**src/rtl/text_ctrl.sv**
```systemverilog
// text_ctrl: sits between the keyboard character buffer and the LCD refresh
// engine. It pops characters, interprets printable and control codes, keeps
// the 2x16 text store and cursor, and serves the LCD read port every cycle.
//
//   state  | meaning
//   -------+---------------------------------------------------------------
//   IDLE   | waiting for the buffer; pops one character when it is ready
//   DECODE | classifies the latched code and applies write/cursor changes
//   SCROLL | 16-cycle body: line 2 moves to line 1, line 2 is blanked
//   CLEAR  | 16-cycle body: both lines blanked (also entered from reset)

module text_ctrl (
  input  logic       clk,
  input  logic       rst,
  input  logic [7:0] char_in,
  input  logic       read_ready,
  output logic       read,
  input  logic [4:0] lcd_addr,
  output logic [7:0] lcd_char,
  output logic [4:0] cursor,
  output logic       busy
);

  localparam logic [1:0] S_IDLE   = 2'd0;
  localparam logic [1:0] S_DECODE = 2'd1;
  localparam logic [1:0] S_SCROLL = 2'd2;
  localparam logic [1:0] S_CLEAR  = 2'd3;

  localparam logic [7:0] BLANK    = 8'h20;
  localparam logic [7:0] PRINT_LO = 8'h20;
  localparam logic [7:0] PRINT_HI = 8'h7E;
  localparam logic [7:0] CODE_BS  = 8'h08;
  localparam logic [7:0] CODE_CR  = 8'h0D;
  localparam logic [7:0] CODE_ESC = 8'h1B;

  localparam logic [4:0] FIRST_CELL  = 5'd0;
  localparam logic [4:0] LINE2_START = 5'd16;
  localparam logic [4:0] LAST_CELL   = 5'd31;
  localparam logic [3:0] LAST_IDX    = 4'd15;

  logic [1:0] state;
  logic [1:0] state_nxt;
  logic [7:0] cmd;
  logic [3:0] idx;
  logic [4:0] cursor_nxt;
  logic [7:0] mem [0:31];

  // Write ports: port a covers any single cell (decode writes and the
  // line-1 half of the bodies); port b always targets the line-2 cell
  // paired with idx and always writes a blank.
  logic       we_a;
  logic [4:0] addr_a;
  logic [7:0] data_a;
  logic       we_b;
  logic [4:0] addr_b;

  logic is_print;
  logic is_bs;
  logic is_cr;
  logic is_esc;
  logic body_last;
  logic in_body;

  assign is_print  = (cmd >= PRINT_LO) && (cmd <= PRINT_HI);
  assign is_bs     = (cmd == CODE_BS);
  assign is_cr     = (cmd == CODE_CR);
  assign is_esc    = (cmd == CODE_ESC);
  assign body_last = (idx == LAST_IDX);
  assign in_body   = (state == S_SCROLL) || (state == S_CLEAR);
  assign addr_b    = {1'b1, idx};

  assign read = (state == S_IDLE) && read_ready && !rst;
  assign busy = in_body;

  // Next-state, cursor and write-port decode.
  always_comb begin
    state_nxt  = state;
    cursor_nxt = cursor;
    we_a       = 1'b0;
    addr_a     = cursor;
    data_a     = cmd;
    we_b       = 1'b0;
    case (state)
      S_IDLE: begin
        if (read_ready) begin
          state_nxt = S_DECODE;
        end
      end
      S_DECODE: begin
        state_nxt = S_IDLE;
        if (is_print) begin
          // The character lands at cell 31 before the scroll moves it to 15.
          we_a   = 1'b1;
          addr_a = cursor;
          data_a = cmd;
          if (cursor == LAST_CELL) begin
            state_nxt = S_SCROLL;
          end else begin
            cursor_nxt = cursor + 5'd1;
          end
        end else if (is_bs) begin
          if (cursor != FIRST_CELL) begin
            cursor_nxt = cursor - 5'd1;
            we_a       = 1'b1;
            addr_a     = cursor - 5'd1;
            data_a     = BLANK;
          end
        end else if (is_cr) begin
          if (cursor < LINE2_START) begin
            cursor_nxt = LINE2_START;
          end else begin
            state_nxt = S_SCROLL;
          end
        end else if (is_esc) begin
          state_nxt = S_CLEAR;
        end
      end
      S_SCROLL: begin
        we_a   = 1'b1;
        addr_a = {1'b0, idx};
        data_a = mem[addr_b];
        we_b   = 1'b1;
        if (body_last) begin
          state_nxt  = S_IDLE;
          cursor_nxt = LINE2_START;
        end
      end
      S_CLEAR: begin
        we_a   = 1'b1;
        addr_a = {1'b0, idx};
        data_a = BLANK;
        we_b   = 1'b1;
        if (body_last) begin
          state_nxt  = S_IDLE;
          cursor_nxt = FIRST_CELL;
        end
      end
      default: begin
        state_nxt = S_CLEAR;
      end
    endcase
  end

  // Control registers; reset drops any latched code and restarts the clear.
  always_ff @(posedge clk) begin
    if (rst) begin
      state  <= S_CLEAR;
      idx    <= 4'd0;
      cursor <= FIRST_CELL;
      cmd    <= 8'h00;
    end else begin
      state  <= state_nxt;
      cursor <= cursor_nxt;
      if (read) begin
        cmd <= char_in;
      end
      // idx wraps 15->0 at the end of a body and rests at 0 elsewhere.
      if (in_body) begin
        idx <= idx + 4'd1;
      end else begin
        idx <= 4'd0;
      end
    end
  end

  // Text store; contents are undefined until the reset clear completes.
  always_ff @(posedge clk) begin
    if (!rst && we_a) begin
      mem[addr_a] <= data_a;
    end
    if (!rst && we_b) begin
      mem[addr_b] <= BLANK;
    end
  end

  // LCD read port: registered, never stalled, reads the pre-write value.
  always_ff @(posedge clk) begin
    if (rst) begin
      lcd_char <= BLANK;
    end else begin
      lcd_char <= mem[lcd_addr];
    end
  end

endmodule

```
**config.mk**
```make
export PLATFORM = sky130hd
export DESIGN_NAME = text_ctrl
export DESIGN_NICKNAME = d
export VERILOG_FILES = /design/src/rtl/text_ctrl.sv
export SDC_FILE = /design/constraint.sdc
export NUM_CORES = 1
export LEC_CHECK = 0
export ABC_AREA = 1
export CELL_PAD_IN_SITES_DETAIL_PLACEMENT = 0
export CELL_PAD_IN_SITES_GLOBAL_PLACEMENT = 1
export CORE_MARGIN = 2
export CORE_UTILIZATION = 35
export CTS_CLUSTER_DIAMETER = 60
export DETAILED_ROUTE_END_ITERATION = 6
export PLACE_DENSITY_LB_ADDON = 0.1
export SLEW_MARGIN = 20
export SYNTH_ARGS = -nofsm -noshare
export SYNTH_HDL_FRONTEND = slang
export SYNTH_SLANG_ARGS = --single-unit
export TNS_END_PERCENT = 1
```
**constraint.sdc**
```tcl
create_clock -name clk -period 4.47 [get_ports clk]
set_clock_uncertainty 0.05 [all_clocks]
set_input_delay 0.6705 -clock clk [delete_from_list [all_inputs] [get_ports clk]]
set_output_delay 0.6705 -clock clk [all_outputs]
set_load 0.01 [all_outputs]
```
==> results.ini <==
[status]
status=finished clean

[global_route]
grt_max_degree=72
grt_overflow_total=0
grt_pass1_wl_um=77700
grt_antenna_before_repair=1
grt_pass1_vias=11900
track_usage=0.251

[pwr]
total_power_uw=6460
ir_worst_vdd_v=0.000229
powerDensity_mw_per_mm2=400
leakagePower_uw=0.00672

[sta]
slew_violations=0
hold_violations=0
tns_ns=0
fmax_ghz=0.300
setup_viol=0
slew_headroom=0.340
worst_pin_slew_ns=0.989
rsz0062_at_grt=false
min_period_over_period=0.745
finalCriticalPeriod_ns=3.33

[clock_tree]
cts.sinks=283
htreeDepth=2
postCtsSetupRepairBufs=0
post_cts_resized=0
clk_latency_ns=0.57
cts_buffer_depth=3
ctsHoldBuffers=0
clock-root-buffer=clkbuf_16
cts_buffers=38
clkTransAtPathRegs_ns=0.06
tritoncts=built

[routing]
finalWirelength_um=51900
antenna_left=0
first_iter_violations=1032
via_count=12600
wl_per_cell_um=21.6
drc=0
drt-pass1-iter-count=6
vias_per_cell=5.25

[setup_path]
worstPathArrival_ns=2.61
cpPeakStageDelay_ns=0.56
crit_path_end_kind=output port
cp-start-kind=flop
worstPathCellList=nor2_2 -> nand2_1 -> nor2_1 -> clkdlybuf4s50_1
critical_path_class=reg2out
path_buf_inv=1
slowest_stage=clkdlybuf4s50_1
worstPathMaxFanout=18
required_ns=3.75
crit_family=simple AND/OR/NAND/NOR gates

[final_layout]
antenna_cells=0
design_area_mm2=0.0162
layout-drive-gt1-share=0.0916
nets=1871
register_area_mm2=0.00695
area_growth_syn_to_layout_pct=14.4
multi_input_area_mm2=0.00627
fillCellCount=4249

[placed_design]
port_buffers=30
dp_hpwl_um=34300
dpl-instance-area_mm2=0.0149
routabilityCongestion=0.876

[yosys]
synth_seq_cells=283
yosysUniqueCellTypes=46
synth_edf_count=128
ys.flop_type=dfxtp_1
postSynthNetCount=1869
synth_top_area_share=0.272
syn_avg_cell_area_um2=7.65
async_reset_ff_frac=0
syn_area_mm2=0.0141
netlist_instances=1846
yosys.area.top_type=edfxtp_1
yosysMostFrequentCell=nor2_1
ys_seq_area_frac=0.492
yosys-top-cells-area=edfxtp_1 (27%), dfxtp_1 (22%), nor2_1 (11%), nand2_1 (10%), o21ai_0 (7.0%)
ys_warn_count=0
synth_top_cells_by_count=nor2_1 (405), nand2_1 (376), o21ai_0 (197)

[die]
die_h_um=205
die_area_mm2=0.0420
core_mm2=0.0398
start_util=0.355
ios=31
die_x_um=205
rows=73

[job]
drv_cap=0

[min_path]
holdCritPathClass=reg2reg

==> path summary, 6_finish.rpt <==
check / start / to / slack (ns) / depth (start not counted)
hold reg to reg: mem[26][7] / mem[26][7] / 0.39 / 2
setup reg to reg: cursor[0] / mem[15][0] / 1.27 / 9
setup / recovery: state[1] / read / 1.14 / 4
hold / removal: mem[26][7] / mem[26][7] / 0.39 / 2
==> sequential cells by signal (all words and copies together), names as in the netlist <==
signal / cells
lcd_char: 8
state: 2
cmd: 8
cursor: 5
mem: 256
idx: 4
==> cell families (layout without fill, tap and decap cells) <==
kind of cell             Yosys count  after routing  synth area share
adder cells (fa/ha/maj)            7              7           0.00620
XOR/XNOR                           4              4           0.00248
buffers and inverters            221            253            0.0652
AND/OR/NAND/NOR                  957            957             0.283
AO/OA/AOI/OAI                    374            374             0.152
flip-flops                       283            283             0.492
==> power by group <==
part / switching, uW / leakage (uW) / internal [uW]
sequential: 31.4 / 0.00248 / 2750
clock: 1230 / 0.000605 / 1840
combinational: 431 / 0.00363 / 174
==> tightest hold or removal path, cell delays in order, from the launching register on <==
cell	delay [ns]
dfxtp_1	0.31
nand2_1	0.06
nor2_1	0.03
==> metrics by stage <==
step	hold WS (ns)	setup slack (ns)	utilization	instances
2_1_floorplan	0.367	2.08	-	1846
3_3_place_gp	0.379	1.30	0.374	2333
3_5_place_dp	0.380	1.23	0.374	2333
4_1_cts	0.390	1.04	0.406	2403
5_1_grt	0.420	0.928	0.406	2403
6_report	0.388	1.14	0.406	2403
==> layout by cell type (no fill, tap or decap), types with 3 or more instances in the layout <==
cell	n
nor2_4	7
o21ai_1	12
dfxtp_1	154
a22oi_1	3
clkbuf_1	6
clkdlybuf4s50_1	28
nor2_2	16
clkinvlp_4	6
nand2_2	8
o21ai_0	196
inv_2	22
buf_4	33
bufinv_16	3
ha_1	7
nor2_1	405
clkbuf_16	38
o211ai_1	21
clkinv_2	6
nand3_4	3
inv_1	95
o22ai_1	14
o221ai_1	34
a31oi_1	5
nor3_1	8
nand3_1	117
a211oi_1	9
a21oi_1	71
edfxtp_1	128
clkbuf_8	5
inv_6	4
nand3_2	6
nand2_1	376
==> final cells by class <==
type | instances | share of cell area
inverters | 119 | 0.0280
flip-flops and latches | 283 | 0.430
repair buffers | 64 | 0.0355
clock buffers | 49 | 0.0645
clock inverters | 21 | 0.0136
well taps | 525 | 0.0407
multi-input cells | 1342 | 0.388
==> per-layer routing <==
layer / track usage / wire length [um]
met5: 0 / 10
met1: 0.342 / 23500
met3: 0.0305 / 2720
met2: 0.413 / 24300
met4: 0.0827 / 1360
No activity file was read; power rests on OpenSTA's default activity.
